## src/rtl/bcd_pkg.sv

```systemverilog
// rtl/bcd_pkg.sv - shared constants and state encoding for the binary-to-BCD converter
package bcd_pkg;

  localparam int BCD_WIDTH  = 16;
  localparam int BCD_DIGITS = 5;
  localparam int BCD_CNT_W  = $clog2(BCD_WIDTH + 1);

  typedef enum logic [1:0] {
    ST_IDLE,
    ST_CONV,
    ST_FIN
  } state_t;

endpackage

```

## src/rtl/bcd_adjust.sv

```systemverilog
// rtl/bcd_adjust.sv - double-dabble digit correction: add 3 to any digit of 5 or more
module bcd_adjust (
  input  logic [3:0] digit,
  output logic [3:0] adjusted
);

  assign adjusted = (digit >= 4'd5) ? digit + 4'd3 : digit;

endmodule

```

## src/rtl/bcd_convert.sv

```systemverilog
// rtl/bcd_convert.sv - sequential signed binary to packed BCD converter, one bit per clock
module bcd_convert
  import bcd_pkg::*;
#(
  parameter int WIDTH  = BCD_WIDTH,
  parameter int DIGITS = BCD_DIGITS
) (
  input  logic                clk,
  input  logic                rst,
  input  logic                start,
  input  logic [WIDTH-1:0]    bin,
  output logic                busy,
  output logic                done,
  output logic                sign,
  output logic [4*DIGITS-1:0] bcd,
  output logic [2:0]          ndigits
);

  localparam int CNT_W = $clog2(WIDTH + 1);

  state_t              state;
  logic [CNT_W-1:0]    cnt;
  logic [WIDTH-1:0]    sreg;
  logic [4*DIGITS-1:0] scratch;
  logic [4*DIGITS-1:0] adj;
  logic [2:0]          nd_next;

  genvar g;
  generate
    for (g = 0; g < DIGITS; g++) begin : g_adj
      bcd_adjust u_adj (
        .digit    (scratch[4*g +: 4]),
        .adjusted (adj[4*g +: 4])
      );
    end
  endgenerate

  // Highest nonzero digit wins; an all-zero result still reports one digit.
  always_comb begin
    nd_next = 3'd1;
    for (int i = 1; i < DIGITS; i++) begin
      if (scratch[4*i +: 4] != 4'd0) nd_next = 3'(i + 1);
    end
  end

  always_ff @(posedge clk) begin
    if (rst) begin
      state   <= ST_IDLE;
      cnt     <= '0;
      sreg    <= '0;
      scratch <= '0;
      busy    <= 1'b0;
      done    <= 1'b0;
      sign    <= 1'b0;
      bcd     <= '0;
      ndigits <= 3'd1;
    end else begin
      done <= 1'b0;
      case (state)
        ST_IDLE: begin
          if (start) begin
            sign    <= bin[WIDTH-1];
            // Negating full scale wraps to itself, which is the correct unsigned magnitude.
            sreg    <= bin[WIDTH-1] ? (~bin + WIDTH'(1)) : bin;
            scratch <= '0;
            cnt     <= '0;
            busy    <= 1'b1;
            state   <= ST_CONV;
          end
        end
        ST_CONV: begin
          {scratch, sreg} <= {adj, sreg} << 1;
          cnt             <= cnt + CNT_W'(1);
          if (cnt == CNT_W'(WIDTH - 1)) state <= ST_FIN;
        end
        ST_FIN: begin
          bcd     <= scratch;
          ndigits <= nd_next;
          done    <= 1'b1;
          busy    <= 1'b0;
          state   <= ST_IDLE;
        end
        default: state <= ST_IDLE;
      endcase
    end
  end

endmodule

```

## config.mk

```make
export PLATFORM = sky130hd
export DESIGN_NAME = bcd_convert
export DESIGN_NICKNAME = d
export VERILOG_FILES = /design/src/rtl/bcd_pkg.sv /design/src/rtl/bcd_adjust.sv /design/src/rtl/bcd_convert.sv
export SDC_FILE = /design/constraint.sdc
export NUM_CORES = 1
export LEC_CHECK = 0
export CORE_ASPECT_RATIO = 1.25
export CORE_MARGIN = 5
export CORE_UTILIZATION = 54
export CTS_CLUSTER_DIAMETER = 80
export CTS_CLUSTER_SIZE = 30
export DETAILED_ROUTE_END_ITERATION = 6
export PLACE_DENSITY = 0.82
export SLEW_MARGIN = 20
export SYNTH_ARGS = -nofsm -noshare
export SYNTH_HDL_FRONTEND = slang
export SYNTH_HIERARCHICAL = 1
export SYNTH_SLANG_ARGS = --single-unit
```

## constraint.sdc

```tcl
create_clock -name clk -period 2.6 [get_ports clk]
set_clock_uncertainty 0.2 [all_clocks]
set_input_delay 0.39 -clock clk [delete_from_list [all_inputs] [get_ports clk]]
set_output_delay 0.39 -clock clk [all_outputs]
set_load 0.005 [all_outputs]
```

* Word level (Yosys, flattened, before mapping)
Cells that the tools add are included.
** Storage, ports and cells
- Flip-flop bits (word level) :: 69
- Word-level logic and storage cells :: 60
** Cells by class
- $add $sub $neg :: 7
- Magnitude comparators :: 5
- Equality and inequality tests :: 5
- Mux-type cells :: 22
- Bitwise logic cells :: 1
- Reduce and logical (&&, ||, !) cells :: 11
** Operators with widths (number)
- $pmux 20 s2 :: 1
- $mux 16 :: 2
- $pmux 16 s2 :: 1
- $ge 4x3->1 const B :: 5
- $mux 20 :: 1
- $add 16x1->16 const B :: 1
- $add 4x2->4 const B :: 4
- $mux 4 :: 4
- $not 16->16 :: 1
- $reduce_bool 4->1 :: 4
- $pmux 5 s2 :: 1
- $mux 3 :: 3
- $mux 2 :: 4
- $reduce_and 2->1 :: 4
- $add 5x1->5 const B :: 1
- $eq 5x4->1 const B :: 1
- $mux 5 :: 1
- $ne 2x2->1 const B :: 2
- $pmux 2 s2 :: 1
- $reduce_bool 2->1 :: 2
- $add 3x2->3 const B :: 1
- $eq 2x1->1 const B :: 1
- $eq 2x2->1 const B :: 1
- $logic_not 2->1 :: 1
- 2 further kinds :: 3

* Logic depth before layout (Yosys ltp)
Gate-level depths: netlist (run 1).
- Word-level depth :: 5
- Mapped depth :: 6
- Gate-level depth less buffers :: 6

* Cells and area by module
The synthesis (run 1) kept the hierarchy.
** By module, submodules not included
- bcd_convert :: instances 1, cells each 296, area an instance 2780.2 um2
- bcd_adjust :: instances 5, cells each 16, area an instance 101.3 um2

* Worst setup path after synthesis (run 1)
Ideal clock, no wire load.
- Path type :: input port to flip-flop
- From :: input port bin[0]
- To :: register sreg[12]
- Setup time :: 0.133 ns
- Data arrival time :: 1.623 ns
- Required time :: 2.267 ns
- Setup slack :: 0.643 ns
- Stages on the path :: 6
- Path buffers :: 0
- Cell sequence :: inv_1 -> ha_1 -> or4b_4 -> o41ai_2 -> xor2_1 -> o22ai_1
** On the way
- Word-level cells in the longest chain between the ends :: 5
** Ends and longest elaborated chain
- start: declaration :: RTL line bcd_convert.sv:11 : input logic [WIDTH-1:0] bin,
- $not 16->16 :: RTL line bcd_convert.sv:64 : sreg <= bin[WIDTH-1] ? (~bin + WIDTH'(1)) : bin;
- $add 16x1->16 :: RTL line bcd_convert.sv:64
- $mux 16 :: RTL line bcd_convert.sv:64
- $mux 16 :: RTL line bcd_convert.sv:61 : if (start) begin
- $pmux 16 s2 :: RTL line bcd_convert.sv:59 : case (state)
- end signal: assignment :: RTL line bcd_convert.sv:64
- end signal: assignment :: RTL line bcd_convert.sv:72 : {scratch, sreg} <= {adj, sreg} << 1;
- end: declaration :: RTL line bcd_convert.sv:23 : logic [WIDTH-1:0] sreg;
Every way passes these cells. The select of a mux whose other input is x is not followed.
A chain may end at the register's enable or synchronous reset.

* Worst setup path in the final report (run 1)
Same ends and word-level chain as after synthesis.

==> results of run 1 <==
## layer usage
layer	wire length (µm)	up-vias	track usage
li1	-	1404	-
met5	0	-	0
met1	2800	1268	0.212
met3	265	9	0.0418
met2	3310	58	0.310
met4	134	0	0.0833
## critical path, cell delays in order
cell             delay (ps)
clkdlybuf4s50_1         410
inv_1                    80
ha_1                    200
or4b_4                  510
o41ai_2                 330
xor2_1                  170
o22ai_1                  80
## path summary, 6_finish.rpt
| check | endpoint | slack [ps] | cells past startpoint |
|---|---|---|---|
| min reg2reg | cnt[4] | 250 | 2 |
| min | cnt[4] | 250 | 2 |
| max reg2reg | scratch[11] | 690 | 4 |
| max | sreg[12] | 430 | 7 |
## sequential cells by signal, indices dropped and copies added (netlist names)
name and flops:
bcd 20, busy 1, cnt 5, done 1, ndigits 3, scratch 20, sign 1, sreg 16
state 2
## power by group
| part | internal, W | switching, W | total (W) |
|---|---|---|---|
| sequential | 0.00108 | 0.0000168 | 0.00110 |
| clock | 0.000331 | 0.000362 | 0.000693 |
| combinational | 0.0000908 | 0.000105 | 0.000196 |
| total | 0.00151 | 0.000484 | 0.00199 |
## cell usage in the layout, fill, tap and decap left out, types with 4 or more instances in the layout
master            n
inv_1            14
ha_1             13
a21oi_1          26
clkdlybuf4s50_1  44
dfxtp_1          69
o21ai_1          10
nand2b_1         15
xor2_1           12
nor2_1           18
buf_4            11
o21ai_0           7
o31ai_1           4
a22oi_1          13
a22o_1           21
o41ai_2           4
mux2i_1           7
a21oi_2           5
nor2b_1           4
clkbuf_8          9
nand2_1          64
o22ai_1          11
xnor2_1           6
## metrics by stage
| stage | cells | worst slack [ps] | hold slack (ps) | area [µm²] | power [W] |
|---|---|---|---|---|---|
| 6_report | 501 | 430 | 246 | 3950 | 0.00199 |
| 5_1_grt | 501 | 326 | 279 | 3950 | 0.00209 |
| 4_1_cts | 501 | 439 | 249 | 3950 | 0.00202 |
| 3_5_place_dp | 487 | 63.2 | 240 | 3800 | 0.00132 |
| 3_3_place_gp | 487 | 133 | 235 | 3800 | 0.00132 |
| 2_1_floorplan | 372 | 643 | 226 | 3270 | 0.00124 |
## area by class of cell
type                            instances  share of cell area
Clock buffer                           11              0.0333
Clock inverter                          3             0.00380
Inverter                               14              0.0133
Multi-Input combinational cell        267               0.442
Sequential cell                        69               0.350
Tap cell                               82              0.0260
Timing Repair Buffer                   55               0.132
==> results.md, run 1 <==
* Status: finished, final reports clean
* Fillcell total at 490
* Final hold violation count at 0
* Setup TNS at 0 ps
* Pwr dens at 504 nW/µm²
* Area Growth Syn to Fin at 20.9%
* Vias at 2,739
* Iteration-0 DRC Markers at 142
* Largest net degree at the start of global routing at 47
* Final Wtd Congestion at 0.812
* Hold WC Path Type: flop to flop
* Crit path launch type: input port
* Layout cells sized above 1 at 0.0883
* Syn_area_per_cell at 8.78 µm²
* DR DRC count at 0
* DRT antenna net count at 0
* Die Area at 7720 µm²
* CTS Buffer Depth at 2
* Worst EP required at 2600 ps
* Post-DR wirelength/cell at 13.0 µm
* RR Startpoint: state[1]
* Worst slew pin tran at 738 ps
* Core Area at 5860 µm²
* Num CTS Buffers at 9
* Finish-stage setup viols at 0
* Post_cts resized at 0
* Avg Vias per Cell at 5.47
* Period utilization at 0.835
* Inserted Diodes at 0
* CTS Hold Bufs at 0
* Final Critical Period at 2170 ps
* CTS Sinks at 69
* Worst-path fanout max at 3
* Fmax achieved at 461 MHz
* Syn_nets at 404
* Footprint of the multi-input gates at 1740 µm²
* Die Y at 97.0 µm
* GRT overflow at 0
* Site Rows at 31
* Detailed Route WL at 6510 µm
* Pleak at 1.50 nW
* Vias in the first global route at 2,589
* Synthesized area at 3270 µm²
* Num ports at 45
* Max VDD drop at 0.303 mV
* Crit. Startpoint: bin[0]
* Die X at 79.6 µm
* End-of-flow core utilization at 0.674
* First-pass GRT wire length at 11,400 µm
* Clock Latency Late Sink at 340 ps
* H-Tree Depth at 3
* Total GRT Usage at 0.182
* CTS Root Cell: clkbuf_8
* Critical Path End Type: flop
* Clk slew on worst S/H paths at 70 ps
* Number of buffers inserted by port buffering at 44
* Post-CTS setup buffers at 0
* Initial Utilization at 0.558
* DRT Pass-1 Iters at 5
* DP HPWL at 4800 µm
* Min-delay src: cnt[4]
* YS warnings at 6
* Max cap viols at 0
* CTS tree: yes
* Slew HR at 0.506
* RSZ-0062 raised after global routing: no
* Crit path DAT at 2170 ps
* Critical path class: input port to flop
* Final nets at 448
* FF/Latch Area at 1380 µm²
* Synth Instances at 372
* Max-slew violation count at 0
* Antenna violations before repair at 0
Note: power is estimated with default switching activity, not from simulation.
==> run 2, diff against run 1 <==
- CORE_UTILIZATION: 54 -> 49
- PLACE_DENSITY: 0.82 -> 0.78
- clock period: 2.6 -> 1.8 ns (I/O delays scaled with it)
==> results.md, run 2 (synthesis results as in run 1) <==
* DP HPWL at 5310 µm
* FF/Latch Area at 1380 µm²
* Inserted Diodes at 0
* PnR worst setup slack at 77.4 ps
* Die Y at 101 µm
* Die X at 83.0 µm
* Antenna violations before repair at 0
* Iteration-0 DRC Markers at 163
* DRT Pass-1 Iters at 4
* CTS Sinks at 69
* CP max stage delay at 510 ps
* CTS Buffer Depth at 2
* GRT overflow at 0
* Die Area at 8410 µm²
* Crit path launch type: input port
* Layout cells sized above 1 at 0.156
* Pwr dens at 744 nW/µm²
* Initial Utilization at 0.501
* Final Cell Area at 4220 µm²
* Clock Latency Late Sink at 340 ps
* Worst-path fanout max at 3
* Finish-stage setup viols at 0
* Largest net degree at the start of global routing at 31
* Number of buffers inserted by port buffering at 44
* Crit. Startpoint: bin[1]
* Most common cell after layout, fill and taps aside: dfxtp_1
* CP Cell Sequence: buf_2 > inv_12 > ha_4 > or4b_4 > o41ai_4 > xor2_1 > o22ai_1
* First-pass GRT wire length at 12,000 µm
* Clk slew on worst S/H paths at 70 ps
* RSZ-0062 raised after global routing: no
* Most frequent cells in the layout: dfxtp_1 (68), nand2_1 (64), clkdlybuf4s50_1 (31)
* Area Growth Syn to Fin at 29.3%
* Site Rows at 33
* Top Registers: bcd (20), scratch (20), sreg (16)
* Max-slew violation count at 0
* Vias at 2,895
* Total GRT Usage at 0.173
* Worst slew pin tran at 422 ps
* CTS Root Cell: clkbuf_8
* H-Tree Depth at 3
* Slew HR at 0.716
* Max cap viols at 0
* Critical Path End Type: flop
* Power after layout at 0.00314 W
* Post-DR wirelength/cell at 13.6 µm
* Num CTS Buffers at 9
* Max VDD drop at 0.383 mV
* Pre-CTS setup slack at -724 ps
* Worst EP required at 1820 ps
* Final hold violation count at 0
* DR DRC count at 0
* Status: finished, final reports clean
* Num ports at 45
* Crit path DAT at 1750 ps
* Pleak at 1.70 nW
* Footprint of the multi-input gates at 1800 µm²
* RR Startpoint: scratch[4]
* Detailed Route WL at 7190 µm
* Avg Vias per Cell at 5.48
* Fmax achieved at 581 MHz
* Final Critical Period at 1720 ps
* Slowest cell on crit path: or4b_4
* DP Area at 3980 µm²
* Min-delay src: bin[0]
* Final Wtd Congestion at 0.862
* Period utilization at 0.957
* Fillcell total at 590
* Core Area at 6520 µm²
* CTS tree: yes
* DRT antenna net count at 0
* Critical path class: input port to flop
* Final nets at 468
* Hold WC Path Type: input port to flop
* Vias in the first global route at 2,671
[run 2: changes by cell type in the layout (fill, tap and decap cells not counted), sizes merged]
cell and delta:
dlygate4sd2 +6, dlymetal6s2s +5, clkdlybuf4s50 -13, clkinv -1, clkinvlp +1, clkbuf +2, bufinv +1, buf +21
[run 2: critical path, delay by kind of cell]
family | cells | cell delay (ps)
xor+xnor | 1 | 170
buf+inv | 2 | 210
fa+ha+maj | 1 | 130
simple gates | 1 | 510
compound gates | 2 | 460
[run 2: repair_timing]
item	CTS	global route
pin swaps	11	7
gates resized for setup	18	9
setup endpoints to repair	10	7
setup buffers	0	1
cloned	0	0
hold buffers	0	0
[run 2: layout make-up]
class / instances / share of cell area
Tap cell: 87 / 0.0258
Sequential cell: 69 / 0.327
Inverter: 14 / 0.0166
Multi-Input combinational cell: 267 / 0.426
Clock buffer: 12 / 0.0344
Timing Repair Buffer: 75 / 0.159
Clock inverter: 4 / 0.0113
[run 2: path summary, 6_finish.rpt]
| path | endpoint | slack (ps) | cells after the start |
|---|---|---|---|
| setup reg to reg | scratch[5] | 110 | 6 |
| hold reg to reg | ndigits[1] | 250 | 2 |
| hold / removal | sreg[0] | 20 | 3 |
| setup / recovery | sreg[12] | 80 | 7 |
[run 2: power by group]
group          switching, W  total (W)  internal, W
combinational      0.000172   0.000329     0.000157
clock              0.000550    0.00122     0.000674
sequential        0.0000256    0.00159      0.00157
total              0.000747    0.00314      0.00240
[run 2: layer usage]
metal  global-route usage  up-vias  part of all wire
met2                0.325       71              0.52
met4               0.0566        0             0.011
met3               0.0504        9             0.059
met1                0.187     1374              0.41
li1                     -     1441                 -
met5                    0        -                 0
[run 2: metrics by stage]
stage	hold slack, ps	setup TNS (ps)	instances	utilization
4_1_cts	149	0	527	0.646
2_1_floorplan	211	-12.9	372	-
3_5_place_dp	243	-6620	511	0.610
6_report	20.0	0	528	0.647
3_3_place_gp	237	-6060	511	0.610
5_1_grt	29.6	0	528	0.647
